`config.mk`:
```
export PLATFORM = sky130hd
export DESIGN_NAME = multicycle_control
export DESIGN_NICKNAME = d
export VERILOG_FILES = /design/src/rtl/multicycle_control.sv
export SDC_FILE = /design/constraint.sdc
export NUM_CORES = 1
export LEC_CHECK = 0
export ABC_AREA = 1
export CELL_PAD_IN_SITES_DETAIL_PLACEMENT = 0
export CELL_PAD_IN_SITES_GLOBAL_PLACEMENT = 1
export CORE_ASPECT_RATIO = 0.75
export CORE_MARGIN = 4
export CORE_UTILIZATION = 29
export DETAILED_ROUTE_END_ITERATION = 10
export GPL_ROUTABILITY_DRIVEN = 0
export PLACE_DENSITY_LB_ADDON = 0.05
export SYNTH_ARGS = -nofsm -noshare
export SYNTH_HDL_FRONTEND = slang
export SYNTH_SLANG_ARGS = --single-unit
export TNS_END_PERCENT = 1
```
`constraint.sdc`:
```
create_clock -name clk_i -period 1.7 [get_ports clk_i]
set_input_delay 0.255 -clock clk_i [delete_from_list [all_inputs] [get_ports clk_i]]
set_output_delay 0.255 -clock clk_i [all_outputs]
set_load 0.01 [all_outputs]
```
`src/rtl/multicycle_control.sv`:
```
// multicycle_control
//   Control unit for a classic multicycle MIPS-style datapath. It is a Moore
//   FSM that walks each instruction through FETCH, DECODE and a short
//   class-specific tail. The opcode is captured once in DECODE, so the tail
//   states never depend on the live instruction bus.
//
// Parameters
//   ALU_OP_W       width of alu_op_o (3..8); the 3-bit code is zero-extended
//   USE_MEM_READY  1: memory states wait on mem_ready_i; 0: memory is single-cycle
//
// Ports
//   clk_i, reset_i          clock, asynchronous active-high reset
//   opcode_i                opcode field from the instruction register
//   zero_i                  ALU zero flag (used by BEQ/BNE)
//   mem_ready_i             memory access completes this cycle
//   pc_write_o, iord_o      PC load enable, address select (0 PC / 1 ALUOut)
//   mem_read_o, mem_write_o memory strobes
//   ir_write_o              instruction register load enable
//   reg_dst_o, mem_to_reg_o write register select (1 rd), write-back select (1 MDR)
//   reg_write_o             register file write enable
//   alu_src_a_o/_b_o        ALU operand selects
//   pc_src_o                next-PC select (00 ALU, 01 ALUOut, 10 jump target)
//   alu_op_o                ALU operation code
//   state_o                 current state, for debug
//   illegal_o               high while trapped on an unsupported opcode
module multicycle_control #(
  parameter int ALU_OP_W      = 3,
  parameter int USE_MEM_READY = 1
) (
  input  logic                clk_i,
  input  logic                reset_i,
  input  logic [5:0]          opcode_i,
  input  logic                zero_i,
  input  logic                mem_ready_i,
  output logic                pc_write_o,
  output logic                iord_o,
  output logic                mem_read_o,
  output logic                mem_write_o,
  output logic                ir_write_o,
  output logic                reg_dst_o,
  output logic                mem_to_reg_o,
  output logic                reg_write_o,
  output logic                alu_src_a_o,
  output logic [1:0]          alu_src_b_o,
  output logic [1:0]          pc_src_o,
  output logic [ALU_OP_W-1:0] alu_op_o,
  output logic [3:0]          state_o,
  output logic                illegal_o
);

  typedef enum logic [3:0] {
    S_FETCH    = 4'd0,
    S_DECODE   = 4'd1,
    S_MEM_ADDR = 4'd2,
    S_MEM_RD   = 4'd3,
    S_MEM_WB   = 4'd4,
    S_MEM_WR   = 4'd5,
    S_R_EXEC   = 4'd6,
    S_R_WB     = 4'd7,
    S_I_EXEC   = 4'd8,
    S_I_WB     = 4'd9,
    S_BRANCH   = 4'd10,
    S_JUMP     = 4'd11,
    S_TRAP     = 4'd15
  } state_t;

  localparam logic [5:0] OP_R    = 6'h00;
  localparam logic [5:0] OP_J    = 6'h02;
  localparam logic [5:0] OP_BEQ  = 6'h04;
  localparam logic [5:0] OP_BNE  = 6'h05;
  localparam logic [5:0] OP_ADDI = 6'h08;
  localparam logic [5:0] OP_ANDI = 6'h0C;
  localparam logic [5:0] OP_ORI  = 6'h0D;
  localparam logic [5:0] OP_LUI  = 6'h0F;
  localparam logic [5:0] OP_LW   = 6'h23;
  localparam logic [5:0] OP_SW   = 6'h2B;

  localparam logic [2:0] ALU_LUI   = 3'b000;
  localparam logic [2:0] ALU_OR    = 3'b001;
  localparam logic [2:0] ALU_AND   = 3'b010;
  localparam logic [2:0] ALU_SUB   = 3'b011;
  localparam logic [2:0] ALU_ADD   = 3'b100;
  localparam logic [2:0] ALU_RTYPE = 3'b111;

  state_t     state;
  logic [5:0] op_latched;
  logic       ready;
  logic [2:0] alu_code;

  // ALU operation for the immediate-class instructions.
  function automatic logic [2:0] imm_alu_op(input logic [5:0] op);
    case (op)
      OP_ANDI: return ALU_AND;
      OP_ORI:  return ALU_OR;
      OP_LUI:  return ALU_LUI;
      default: return ALU_ADD;
    endcase
  endfunction

  // With handshaking disabled every memory access finishes in one cycle.
  assign ready = (USE_MEM_READY != 0) ? mem_ready_i : 1'b1;

  always_ff @(posedge clk_i or posedge reset_i) begin
    if (reset_i) begin
      state      <= S_FETCH;
      op_latched <= 6'h00;
    end else begin
      case (state)
        S_FETCH:  if (ready) state <= S_DECODE;
        S_DECODE: begin
          op_latched <= opcode_i;
          case (opcode_i)
            OP_LW, OP_SW:                      state <= S_MEM_ADDR;
            OP_R:                              state <= S_R_EXEC;
            OP_ADDI, OP_ANDI, OP_ORI, OP_LUI:  state <= S_I_EXEC;
            OP_BEQ, OP_BNE:                    state <= S_BRANCH;
            OP_J:                              state <= S_JUMP;
            default:                           state <= S_TRAP;
          endcase
        end
        S_MEM_ADDR: begin
          if (op_latched == OP_LW)      state <= S_MEM_RD;
          else if (op_latched == OP_SW) state <= S_MEM_WR;
          else                          state <= S_TRAP;
        end
        S_MEM_RD: if (ready) state <= S_MEM_WB;
        S_MEM_WB: state <= S_FETCH;
        S_MEM_WR: if (ready) state <= S_FETCH;
        S_R_EXEC: state <= S_R_WB;
        S_R_WB:   state <= S_FETCH;
        S_I_EXEC: state <= S_I_WB;
        S_I_WB:   state <= S_FETCH;
        S_BRANCH: state <= S_FETCH;
        S_JUMP:   state <= S_FETCH;
        S_TRAP:   state <= S_TRAP;
        default:  state <= S_TRAP;
      endcase
    end
  end

  // Output decode. Reset masks everything so that outputs drop to zero the
  // moment reset_i rises, even the terms that follow live inputs.
  always_comb begin
    pc_write_o   = 1'b0;
    iord_o       = 1'b0;
    mem_read_o   = 1'b0;
    mem_write_o  = 1'b0;
    ir_write_o   = 1'b0;
    reg_dst_o    = 1'b0;
    mem_to_reg_o = 1'b0;
    reg_write_o  = 1'b0;
    alu_src_a_o  = 1'b0;
    alu_src_b_o  = 2'b00;
    pc_src_o     = 2'b00;
    alu_code     = ALU_LUI;
    illegal_o    = 1'b0;
    if (!reset_i) begin
      case (state)
        S_FETCH: begin
          mem_read_o  = 1'b1;
          alu_src_b_o = 2'b01;
          alu_code    = ALU_ADD;
          ir_write_o  = ready;
          pc_write_o  = ready;
        end
        S_DECODE: begin
          alu_src_b_o = 2'b11;
          alu_code    = ALU_ADD;
        end
        S_MEM_ADDR: begin
          alu_src_a_o = 1'b1;
          alu_src_b_o = 2'b10;
          alu_code    = ALU_ADD;
        end
        S_MEM_RD: begin
          mem_read_o = 1'b1;
          iord_o     = 1'b1;
        end
        S_MEM_WB: begin
          mem_to_reg_o = 1'b1;
          reg_write_o  = 1'b1;
        end
        S_MEM_WR: begin
          mem_write_o = 1'b1;
          iord_o      = 1'b1;
        end
        S_R_EXEC: begin
          alu_src_a_o = 1'b1;
          alu_code    = ALU_RTYPE;
        end
        S_R_WB: begin
          reg_dst_o   = 1'b1;
          reg_write_o = 1'b1;
        end
        S_I_EXEC: begin
          alu_src_a_o = 1'b1;
          alu_src_b_o = 2'b10;
          alu_code    = imm_alu_op(op_latched);
        end
        S_I_WB:   reg_write_o = 1'b1;
        S_BRANCH: begin
          alu_src_a_o = 1'b1;
          alu_code    = ALU_SUB;
          pc_src_o    = 2'b01;
          pc_write_o  = ((op_latched == OP_BEQ) &&  zero_i) ||
                        ((op_latched == OP_BNE) && !zero_i);
        end
        S_JUMP: begin
          pc_src_o   = 2'b10;
          pc_write_o = 1'b1;
        end
        S_TRAP:   illegal_o = 1'b1;
        default:  illegal_o = 1'b0;
      endcase
    end
  end

  assign alu_op_o = ALU_OP_W'(alu_code);
  assign state_o  = state;

endmodule

```
==> impl_metrics.ini <==
[final_layout]
multi_input_area_sq_um = 601.8
area_delta_synth_final_pct = 80.51
drive_above_1_share_pct = 42.15
postLayoutCoreUtil_pct = 54.48
most-common-layout-cells = buf_4, nand2_1, nor2_1
num-fill-cells = 307
nNetsFinal = 234
fin_area_sq_um = 1599
num_antenna_cells = 0
layout_commonest_cell = buf_4
register_area_sq_um = 251.5
fin_cells = 261

[setup_path]
critPathLaunch = state_o[2]
worst_setup_path_start_kind = register
required_ns = 1.44
worst-r2r-setup-slack_ns = 0.12
cp.arrival_ns = 1.47
r2r-start = state_o[2]
worstSetupPathType = reg -> out
cp-end-kind = primary output
cp_max_fo = 5

[synthesis]
synth_warnings = 0
syn-instance-count = 149
ys_seq_area_share_pct = 28.25
ys_seq_elements = 10
syn_area_sq_um = 885.9
synth_area_leader_cell = dfrtp_1
avgSynthCellArea_sq_um = 5.945
yosys-top-cells-area = dfrtp_1, nand2_1, nor2_1
yosysUniqueCellTypes = 20
synth_top_area_share_pct = 28.25
synth_nets = 159

[pwr]
peakVddDrop_mv = 0.8425
power.density_nw_per_um2 = 1714
power.leakage_nw = 0.8317

[sta]
slew_viol_final = 0
period_share_pct = 101.6
fmax_ghz = 0.5792
period_minus_slack_ns = 1.727
rsz0062_at_grt = yes
setup_ws_ns = -0.02650
skew_ns = 0.0006471
relSlewSlack_pct = 82.46
hold_slack_ns = 0.5141
setup_viol = 2
hold_violations = 0
tightest_slew_ns = 0.2622

[routing]
wire_per_inst_um = 11.38
routed_wl_um = 2970
viasPerCell = 4.498
dr.pass1.iters = 4
remaining_drc_errors = 0
dr_total_vias = 1174
ant_nets = 0
drt_iter0_drc = 21

[clocking]
clockBufferDepth = 2
clock_latency_ns = 0.23
path_clk_slew_ns = 0.05
htreeDepth = 1
cts_tree = done
numCtsBuffers = 3
cts_sinks = 10
ctsRootBufferMaster = clkbuf_8

[place]
hpwlAfterDp_um = 2440
portBuffers = 30
dpl_cell_area_sq_um = 1496
dp_cells = 251

[floorplan]
die_area_sq_um = 4012
ios = 31
fp.dieW_um = 71.82
start_util_pct = 30.18
core_area_sq_um = 2935
die_h_um = 55.87
rows = 17

[hold_path]
hold_start = op_latched[2]
hold_class = reg -> reg

[global_route]
grt_max_degree = 11
grt_pass1_vias = 1050
grt_pass1_wl_um = 4767
grt-ovfl-total = 0
grt_antenna_before_repair = 0
grt_use_total_pct = 14.97

[outcome]
failed_checks = negative setup slack
status = complete, but fails checks

[run]
cap_violations = 0
[area by class of cell]
| type | count | share of cell area (%) |
|---|---|---|
| multi-input combinational | 114 | 37.64 |
| timing repair buffer | 72 | 34.82 |
| sequential | 10 | 15.73 |
| inverter | 23 | 5.399 |
| clock buffer | 4 | 3.443 |
| tap | 38 | 2.973 |
[stage by stage]
step                worst slack, ns  power [mW]   TNS, ns
finish                     -0.02650       2.740  -0.03131
global route                -0.1308       2.971   -0.7391
CTS                        -0.09473       2.543   -0.3382
detailed placement          -0.2250       2.261    -2.022
global placement            -0.2329       2.240    -1.848
floorplan                    0.2748       1.278         0
[timing repair]
item	4_1_cts	5_1_grt
setup endpoints to repair	17	17
endpoints found under the hold margin	0	0
pin swaps	1	10
gates cloned	0	0
setup buffers	0	6
gates resized for setup	47	39
hold buffers	0	0
[state kept, by name, indices dropped and copies added (netlist names)]
register,count
state_o,4
op_latched,6
[synth_stat cells (all sizes together)]
cell and instances:
nand2 42, nor2 32, nand3 11, nor3 3, a31oi 5, o31ai 1, o21ai 9, and2 1
a21oi 4, dfrtp 10, nand4 5, inv 23, clkbuf 2, o2111ai 1
[logic make-up after synthesis]
group / after synthesis / share of synthesized area [%]
compound gates: 20 / 14.83
buf+inv: 25 / 10.59
flops: 10 / 28.25
simple gates: 94 / 46.33
[per-layer routing]
| metal | global-route usage (%) | share of wire, % |
|---|---|---|
| met2 | 21.86 | 42 |
| met3 | 3.249 | 4.7 |
| met5 | 0 | 0 |
| met4 | 2.413 | 0.40 |
| met1 | 22.62 | 53 |
[path summary, 6_finish.rpt]
| check | to | cells past startpoint |
|---|---|---|
| worst min register to register | op_latched[2] | 2 |
| worst max register to register | state_o[0] | 10 |
| worst min-delay path | op_latched[2] | 2 |
| max in group asynchronous | state_o[3] | 4 |
| worst max-delay path | alu_src_b_o[1] | 9 |
| min in group asynchronous | op_latched[4] | 4 |
[report_power, final]
group          switching, mW  total (mW)  internal [mW]
logic                  0.956        1.96           1.00
clock network         0.0907       0.294          0.203
registers              0.120       0.487          0.367
total                   1.17        2.74           1.57
[worst max-delay path, cell delays in order (launching register included)]
cell     delay [ns]
dfrtp_1        0.40
buf_6          0.13
nor2_4         0.16
buf_6          0.13
buf_6          0.09
nand2_4        0.04
inv_2          0.07
o31ai_2        0.05
inv_1          0.05
buf_2          0.11
(Power assumes the default switching activity.)
